**config.mk**
```make
export PLATFORM = sky130hd
export DESIGN_NAME = adc_sample_ctrl
export DESIGN_NICKNAME = d
export VERILOG_FILES = /design/src/rtl/adc_sample_ctrl_pkg.sv /design/src/rtl/adc_sample_ctrl_sclk_gen.sv /design/src/rtl/adc_sample_ctrl.sv
export SDC_FILE = /design/constraint.sdc
export NUM_CORES = 1
export LEC_CHECK = 0
export ABC_AREA = 1
export CAP_MARGIN = 20
export CORE_MARGIN = 2
export CORE_UTILIZATION = 35
export CTS_CLUSTER_SIZE = 28
export DETAILED_ROUTE_END_ITERATION = 8
export MAX_ROUTING_LAYER = met4
export PLACE_DENSITY = 0.64
export SYNTH_ARGS = -nofsm -noshare
export SYNTH_HDL_FRONTEND = slang
export SYNTH_SLANG_ARGS = --single-unit
```
**constraint.sdc**
```tcl
create_clock -name clk_i -period 1.4 [get_ports clk_i]
set_input_delay 0.28 -clock clk_i [delete_from_list [all_inputs] [get_ports clk_i]]
set_output_delay 0.28 -clock clk_i [all_outputs]
set_load 0.02 [all_outputs]
```
**src/rtl/adc_sample_ctrl_pkg.sv**
```systemverilog
// Shared types and defaults for the serial ADC sample sequencer.
package adc_sample_ctrl_pkg;

  localparam int unsigned DATA_W            = 16;
  localparam int unsigned DEF_CLK_DIV       = 2;
  localparam int unsigned DEF_FRAME_BITS    = 16;
  localparam int unsigned DEF_SAMPLE_PERIOD = 2500;

  typedef enum logic [2:0] {
    ST_IDLE     = 3'd0,
    ST_CS_SETUP = 3'd1,
    ST_SHIFT    = 3'd2,
    ST_CS_HOLD  = 3'd3,
    ST_FLUSH    = 3'd4,
    ST_LATCH    = 3'd5
  } state_e;

  // clk cycles from the trigger cycle until sample_valid is seen high.
  function automatic int unsigned frame_latency(input int unsigned clk_div,
                                                input int unsigned frame_bits);
    return clk_div * (2 * frame_bits + 4) + 2;
  endfunction

endpackage

```
**src/rtl/adc_sample_ctrl_sclk_gen.sv**
```systemverilog
// SCLK generator: half-period down-counter plus the registered SCLK level.
// SCLK parks high whenever active_i is low; toggle_i selects toggling at terminal count.
module adc_sample_ctrl_sclk_gen
  import adc_sample_ctrl_pkg::*;
#(
  parameter int unsigned CLK_DIV = DEF_CLK_DIV
) (
  input  logic clk_i,
  input  logic rst_i,
  input  logic active_i,
  input  logic toggle_i,
  output logic sclk_o,
  output logic tc_o
);

  localparam int unsigned     HC_W    = (CLK_DIV > 1) ? $clog2(CLK_DIV) : 1;
  localparam logic [HC_W-1:0] HC_LAST = HC_W'(CLK_DIV - 1);

  logic [HC_W-1:0] hc_q, hc_d;
  logic            sclk_q, sclk_d;
  logic            tc;

  always_comb begin
    tc     = active_i && (hc_q == '0);
    hc_d   = (!active_i || tc) ? HC_LAST : hc_q - HC_W'(1);
    sclk_d = sclk_q;
    if (!active_i) begin
      sclk_d = 1'b1;
    end else if (tc && toggle_i) begin
      sclk_d = !sclk_q;
    end
  end

  always_ff @(posedge clk_i or posedge rst_i) begin
    if (rst_i) begin
      hc_q   <= HC_LAST;
      sclk_q <= 1'b1;
    end else begin
      hc_q   <= hc_d;
      sclk_q <= sclk_d;
    end
  end

  assign sclk_o = sclk_q;
  assign tc_o   = tc;

endmodule

```
**src/rtl/adc_sample_ctrl.sv**
```systemverilog
// ADC frame sequencer: paces frames, drives CS/SCLK, captures the receiver word.
// state     | meaning
// IDLE      | waiting for start or timer wrap
// CS_SETUP  | CS low, SCLK high, one half-period
// SHIFT     | FRAME_BITS SCLK cycles, falling edge first
// CS_HOLD   | CS high, SCLK high, one half-period
// FLUSH     | one SCLK pulse with CS high to re-arm the receiver
// LATCH     | copy rx_data into the output register
module adc_sample_ctrl
  import adc_sample_ctrl_pkg::*;
#(
  parameter int unsigned CLK_DIV       = DEF_CLK_DIV,
  parameter int unsigned FRAME_BITS    = DEF_FRAME_BITS,
  parameter int unsigned SAMPLE_PERIOD = DEF_SAMPLE_PERIOD
) (
  input  logic              clk_i,
  input  logic              rst_i,
  input  logic              enable_i,
  input  logic              start_i,
  input  logic [DATA_W-1:0] rx_data_i,
  output logic              sclk_o,
  output logic              cs_o,
  output logic [DATA_W-1:0] sample_data_o,
  output logic              sample_valid_o,
  input  logic              sample_ready_i,
  output logic              overrun_o,
  input  logic              clear_ovr_i,
  output logic              busy_o
);

  localparam int unsigned      TMR_W    = (SAMPLE_PERIOD > 1) ? $clog2(SAMPLE_PERIOD) : 1;
  localparam int unsigned      BC_W     = (FRAME_BITS > 1) ? $clog2(FRAME_BITS) : 1;
  localparam logic [TMR_W-1:0] TMR_LAST = TMR_W'(SAMPLE_PERIOD - 1);
  localparam logic [BC_W-1:0]  BC_LAST  = BC_W'(FRAME_BITS - 1);

  state_e             state_q, state_d;
  logic [TMR_W-1:0]   timer_q, timer_d;
  logic [BC_W-1:0]    bc_q, bc_d;
  logic               cs_q, cs_d;
  logic [DATA_W-1:0]  data_q, data_d;
  logic               valid_q, valid_d;
  logic               ovr_q, ovr_d;
  logic               wrap, hc_tc, sclk, gen_active, gen_toggle, latch;

  adc_sample_ctrl_sclk_gen #(.CLK_DIV(CLK_DIV)) u_sclk_gen (
    .clk_i    (clk_i),
    .rst_i    (rst_i),
    .active_i (gen_active),
    .toggle_i (gen_toggle),
    .sclk_o   (sclk),
    .tc_o     (hc_tc)
  );

  // Free-running pacing timer; wraps raised while busy are simply lost.
  always_comb begin
    wrap    = enable_i && (timer_q == TMR_LAST);
    timer_d = (!enable_i || wrap) ? '0 : timer_q + TMR_W'(1);
  end

  always_ff @(posedge clk_i or posedge rst_i) begin
    if (rst_i) begin
      state_q <= ST_IDLE;
      timer_q <= '0;
      bc_q    <= '0;
    end else begin
      state_q <= state_d;
      timer_q <= timer_d;
      bc_q    <= bc_d;
    end
  end

  always_comb begin
    state_d = state_q;
    bc_d    = bc_q;
    unique case (state_q)
      ST_IDLE:     if (start_i || wrap) state_d = ST_CS_SETUP;
      ST_CS_SETUP: if (hc_tc) state_d = ST_SHIFT;
      ST_SHIFT: begin
        if (hc_tc && sclk) begin
          if (bc_q == BC_LAST) begin
            state_d = ST_CS_HOLD;
            bc_d    = '0;
          end else begin
            bc_d = bc_q + BC_W'(1);
          end
        end
      end
      ST_CS_HOLD:  if (hc_tc) state_d = ST_FLUSH;
      ST_FLUSH:    if (hc_tc && sclk) state_d = ST_LATCH;
      ST_LATCH:    state_d = ST_IDLE;
      default:     state_d = ST_IDLE;
    endcase
  end

  always_comb begin
    gen_active = (state_q != ST_IDLE) && (state_q != ST_LATCH);
    unique case (state_q)
      ST_CS_SETUP, ST_CS_HOLD: gen_toggle = 1'b1;
      ST_SHIFT:                gen_toggle = !(sclk && (bc_q == BC_LAST));
      ST_FLUSH:                gen_toggle = !sclk;
      default:                 gen_toggle = 1'b0;
    endcase
    cs_d   = !((state_d == ST_CS_SETUP) || (state_d == ST_SHIFT));
    latch  = (state_q == ST_LATCH);
    busy_o = (state_q != ST_IDLE);
  end

  // Set of overrun takes priority over clear_ovr in the same cycle.
  always_comb begin
    data_d  = data_q;
    valid_d = valid_q;
    ovr_d   = clear_ovr_i ? 1'b0 : ovr_q;
    if (latch) begin
      data_d  = rx_data_i;
      valid_d = 1'b1;
      if (valid_q && !sample_ready_i) ovr_d = 1'b1;
    end else if (valid_q && sample_ready_i) begin
      valid_d = 1'b0;
    end
  end

  always_ff @(posedge clk_i or posedge rst_i) begin
    if (rst_i) begin
      cs_q    <= 1'b1;
      data_q  <= '0;
      valid_q <= 1'b0;
      ovr_q   <= 1'b0;
    end else begin
      cs_q    <= cs_d;
      data_q  <= data_d;
      valid_q <= valid_d;
      ovr_q   <= ovr_d;
    end
  end

  assign sclk_o         = sclk;
  assign cs_o           = cs_q;
  assign sample_data_o  = data_q;
  assign sample_valid_o = valid_q;
  assign overrun_o      = ovr_q;

endmodule

```
* After elaboration in Yosys (flattened, before gate mapping)
Cells that the tools add are included.
** Word-level totals
- Flip-flop bits (word level) :: 40
- Logic and storage cells :: 65
** Operators by class
- $add $sub $neg :: 3
- Equality and inequality tests :: 11
- Muxes and demuxes :: 18
- Bitwise logic cells :: 1
- Reductions and logical operators :: 23
** Operators with widths (number)
- two-way mux 3 bit :: 6
- one-hot mux 3 bit (5 select lines) :: 1
- adder 12 x 1 -> 12 bit, second input constant :: 1
- == test 12 bit, second input constant :: 1
- two-way mux 12 bit :: 1
- == test 3 x 2 -> 1 bit, second input constant :: 3
- logical AND 1 bit :: 8
- two-way mux 1 bit :: 8
- == test 3 x 1 -> 1 bit, second input constant :: 2
- == test 3 bit, second input constant :: 2
- zero test 1 bit :: 6
- adder 4 x 1 -> 4 bit, second input constant :: 1
- == test 4 bit, second input constant :: 1
- logical OR 1 bit :: 4
- two-way mux 4 bit :: 1
- zero test 3 bit :: 1
- != test 3 bit, second input constant :: 1
- one-hot mux 1 bit (3 select lines) :: 1
- nonzero test 3 bit :: 1
- != test 2 bit, second input constant :: 1
- AND reduction 2 bit :: 1
- nonzero test 2 bit :: 1
- OR reduction 2 bit :: 1
- inverter 1 bit :: 1
- subtractor 1 bit, second input constant :: 1

* Depth between registers and ports, before layout
- Depth in word-level cells :: 9
- Depth in mapped cells :: 10
- Depth with buffers taken out :: 10

* By module
A second synthesis with hierarchy kept.
** Unflattened totals
- Cells, all modules :: 221
- Area, all modules :: 1850.5 um^2
** By module, submodules not included
- adc_sample_ctrl :: instances 1, cells an instance 209, area each 1757.9 um^2, sequential area each 952.2 um^2
- adc_sample_ctrl_sclk_gen :: instances 1, cells an instance 12, area each 92.6 um^2, sequential area each 52.6 um^2

* Worst setup path after synthesis
No wires, ideal clock.
- Path kind :: register -> register
- Start :: register timer_q[0]
- End :: register timer_q[10]
- Arrival :: 1.243 ns
- Data required time :: 1.280 ns
- Setup slack :: 0.037 ns
- Stages on the path, launching flop included :: 9
- Clock period less this slack :: 1.363 ns
- Cells stage by stage :: dfrtp_1 -> ha_1 -> nand2_2 -> nor3_2 -> nand2_1 -> nor2_2 -> nand2_1 -> xor2_1 -> nor2_2
** Between the ends
- Longest elaborated chain between the ends :: 4
- Elaborated cells on any way between the ends :: 5
- Classes of those cells :: add/sub: 1; eq/ne: 1; mux: 1; reduce/logical: 2
** Ends and longest elaborated chain
- start: declaration :: line adc_sample_ctrl.sv:37 : logic [TMR_W-1:0] timer_q, timer_d;
- start signal: assignment :: line adc_sample_ctrl.sv:67 : timer_q <= timer_d;
- parallel branches: the longest is 3 deep, another holds adder 12 x 1 -> 12 bit
- two-way mux 12 bit * :: line adc_sample_ctrl.sv:57 : timer_d = (!enable_i || wrap) ? '0 : timer_q + TMR_W'(1);
- named net timer_d[10] :: line adc_sample_ctrl.sv:37
Mark *: on every way through the listed nets, which the timed path passes.
A chain may end at the register's enable or synchronous reset.

* Final worst setup path
- Start :: register state_q[0]
- End :: output port busy_o
** Between the ends
- Longest elaborated chain between the ends :: 1
** Ends and longest elaborated chain
- start: declaration :: line adc_sample_ctrl.sv:36 : state_e state_q, state_d;
- start signal: assignment :: line adc_sample_ctrl.sv:66 : state_q <= state_d;
- nonzero test 3 bit :: line adc_sample_ctrl.sv:105 : busy_o = (state_q != ST_IDLE);
- end: declaration :: line adc_sample_ctrl.sv:28 : output logic busy_o
No other way between the ends.

==> metrics.cfg <==
[route]
drt_iter0_drc=73
finalWirelength_um=3560
via_per_inst=4.49
ant_nets=0
vias=1433
first_pass_iters=4
post_drt_wl_per_cell_um=11.2
drc=0

[power]
power.density_mw_per_mm2=812
ir_worst_vdd_mv=0.567
leakagePower_nw=1.26

[floorplanning]
dieHeight_um=77.0
die_w_um=77.0
fp.coreArea_mm2=0.00514
start_util_pct=36.3
die_area_mm2=0.00593
rows=26
io_pins=43

[clock_tree]
clockBufferDepth=2
numCtsBuffers=5
clk_latency_ps=290
htreeDepth=2
clock-sinks=40
cts_root_buf=clkbuf_8
holdBufCountCts=0
clk_pin_slew_ps=80
cts_tree=done

[setup_path]
setup.worst_path.start_class=flip-flop
end_kind=output pin
criticalPathCategory=reg2out
crit_chain=nor2_2 -> nand2_2 -> buf_2
cp_slowest_cell=dfrtp_2
cp.arrival_ps=1110
cpPeakStageDelay_ps=450
cp_max_fo=4
cp_data_required_time_ps=1120

[run_status]
status=finished, final reports clean

[sta]
max-slew-margin-rel_pct=79.8
drv_slew=0
whs_ps=352
finalCriticalPeriod_ps=1390
min_period_over_period_pct=99.4
setup_viol=0
tightest_slew_ps=300
fin_skew_ps=3.88
fmax_ghz=0.719
rsz0062_at_grt=yes
final-hold-violation-count=0

[placed_design]
portBuffers=42
place.detailed.hpwl_um=2550
place_congestion=0.833
placed_cells=308

[synthesis]
synthFlopType=dfrtp_1
synthArstFlopShare_pct=100
synth_seq_cells=40
syn_area_per_cell_um2=10.0
yosysSeqAreaShare_pct=53.8
yosys_warnings=0
synth-edff-count=0
syn_nets=210
syn_inst=186
synth_cell_types=26
syn-cell-area_mm2=0.00187

[finish]
stdcell_count=319
layout.nets=273
final_common_cell=dfrtp_1
regArea_mm2=0.00101
fin_util_pct=51.4
syn2layout_area_growth_pct=41.5
drive_gt1_share_pct=29.3
mostFrequentLayoutCells=dfrtp_1 (36), nand2_1 (26), inv_1 (24), clkdlybuf4s50_1 (21)
multi_input_area_um2=806
fillers=491
antenna_cells=0

[global_route]
antenna_found_initial=0
gr-total-overflow=0
grt_pass1_wl_um=6090
grt_max_degree=41
grtUsageTotal_pct=13.2
grt_pass1_vias=1433

[hold_path]
hp-class=in2async

[run]
cap_violations=0

## sequential cells by signal, summed over array words and instances, names as in the netlist
signal and count:
sample_data_o 16, timer_q 12, bc_q 4, state_q 3, cs_o 1, overrun_o 1
sample_valid_o 1, u_sclk_gen.hc_q 1, u_sclk_gen.sclk_o 1
## power breakdown
part           total, mW  internal (mW)  switching (mW)
Sequential          1.20           1.19          0.0157
Combinational      0.216          0.121          0.0957
Clock              0.726          0.337           0.389
Total               2.14           1.64           0.501
## final timing paths
| path | from | to | slack, ps | cells after the start |
|---|---|---|---|---|
| min in group clk_i | sample_data_o[6] | sample_data_o[6] | 500 | 1 |
| max in group asynchronous | rst_i | u_sclk_gen.hc_q | 790 | 3 |
| setup / recovery | state_q[0] | busy_o | 9 | 3 |
| hold reg to reg | sample_data_o[6] | sample_data_o[6] | 500 | 1 |
| setup reg to reg | u_sclk_gen.sclk_o | bc_q[2] | 20 | 5 |
| hold / removal | rst_i | timer_q[6] | 350 | 3 |
## layer usage
layer / wire length (µm) / global-route usage (%) / share of wire, %
met1: 1610 / 15.3 / 45
met2: 1700 / 21.1 / 48
met3: 173 / 3.06 / 4.9
met4: 72 / 8.04 / 2.0
met5: 0 / - / 0
## through the flow
step,TNS [ps],instance area (µm²),total power [mW],setup WS [ps]
after floorplan,0,1870,1.32,36.9
after global placement,-54.8,2460,1.45,-54.8
after detailed placement,-140,2460,1.45,-63.8
after CTS,0,2540,2.17,16.3
after global routing,-441,2640,2.23,-79.8
final,0,2640,2.14,8.73
## synthesized netlist by cell type (2+ instances only)
cell     count  area [µm²]
nor2_2       4        25.0
o21ai_0      6        30.0
nor3_1       4        20.0
nor2_1      20        75.1
nand3_1     13        65.1
a21oi_1      3        15.0
dfstp_2      3        78.8
mux2_4       7         105
nor3b_1      3        22.5
nand2_1     29         109
xor2_1       5        43.8
nand4_1      2        12.5
nand2_2      5        31.3
mux2_2       9         101
inv_1       25        93.8
ha_1         2        25.0
dfrtp_1     37         926
## cell type report
type	count	area share, %
Clock buffer	5	2.61
Clock inverter	2	0.474
Inverter	25	3.55
Multi-Input combinational cell	118	30.5
Sequential cell	40	38.1
Tap cell	70	3.32
Timing Repair Buffer	59	21.5
## timing repair
| action | CTS | global route |
|---|---|---|
| cloned | 0 | 0 |
| setup buffers | 2 | 2 |
| setup endpoints to repair | 23 | 15 |
| gates resized for setup | 30 | 22 |
| pin swaps | 3 | 7 |
| endpoints found under the hold margin | 0 | 0 |
## critical path, delay by kind of cell, from the launching register on
family	cells	cell delay, ps
DFF	1	450
and+or+nand+nor	2	210
buffers and inverters	1	160
## cells by family (layout without fill, tap and decap cells)
family                     after synthesis  count (layout)  synth area share [%]
AOI/OAI and AO/OA                       11              11                  3.15
xor gates and xnor gates                 5               5                  2.35
adders and majority gates                2               2                  1.34
buffers and inverters                   28              91                  6.97
DFF                                     40              40                  53.8
muxes                                   16              16                  11.1
and+or+nand+nor                         84              84                  21.3
Note: power is estimated with default switching activity, not from simulation.
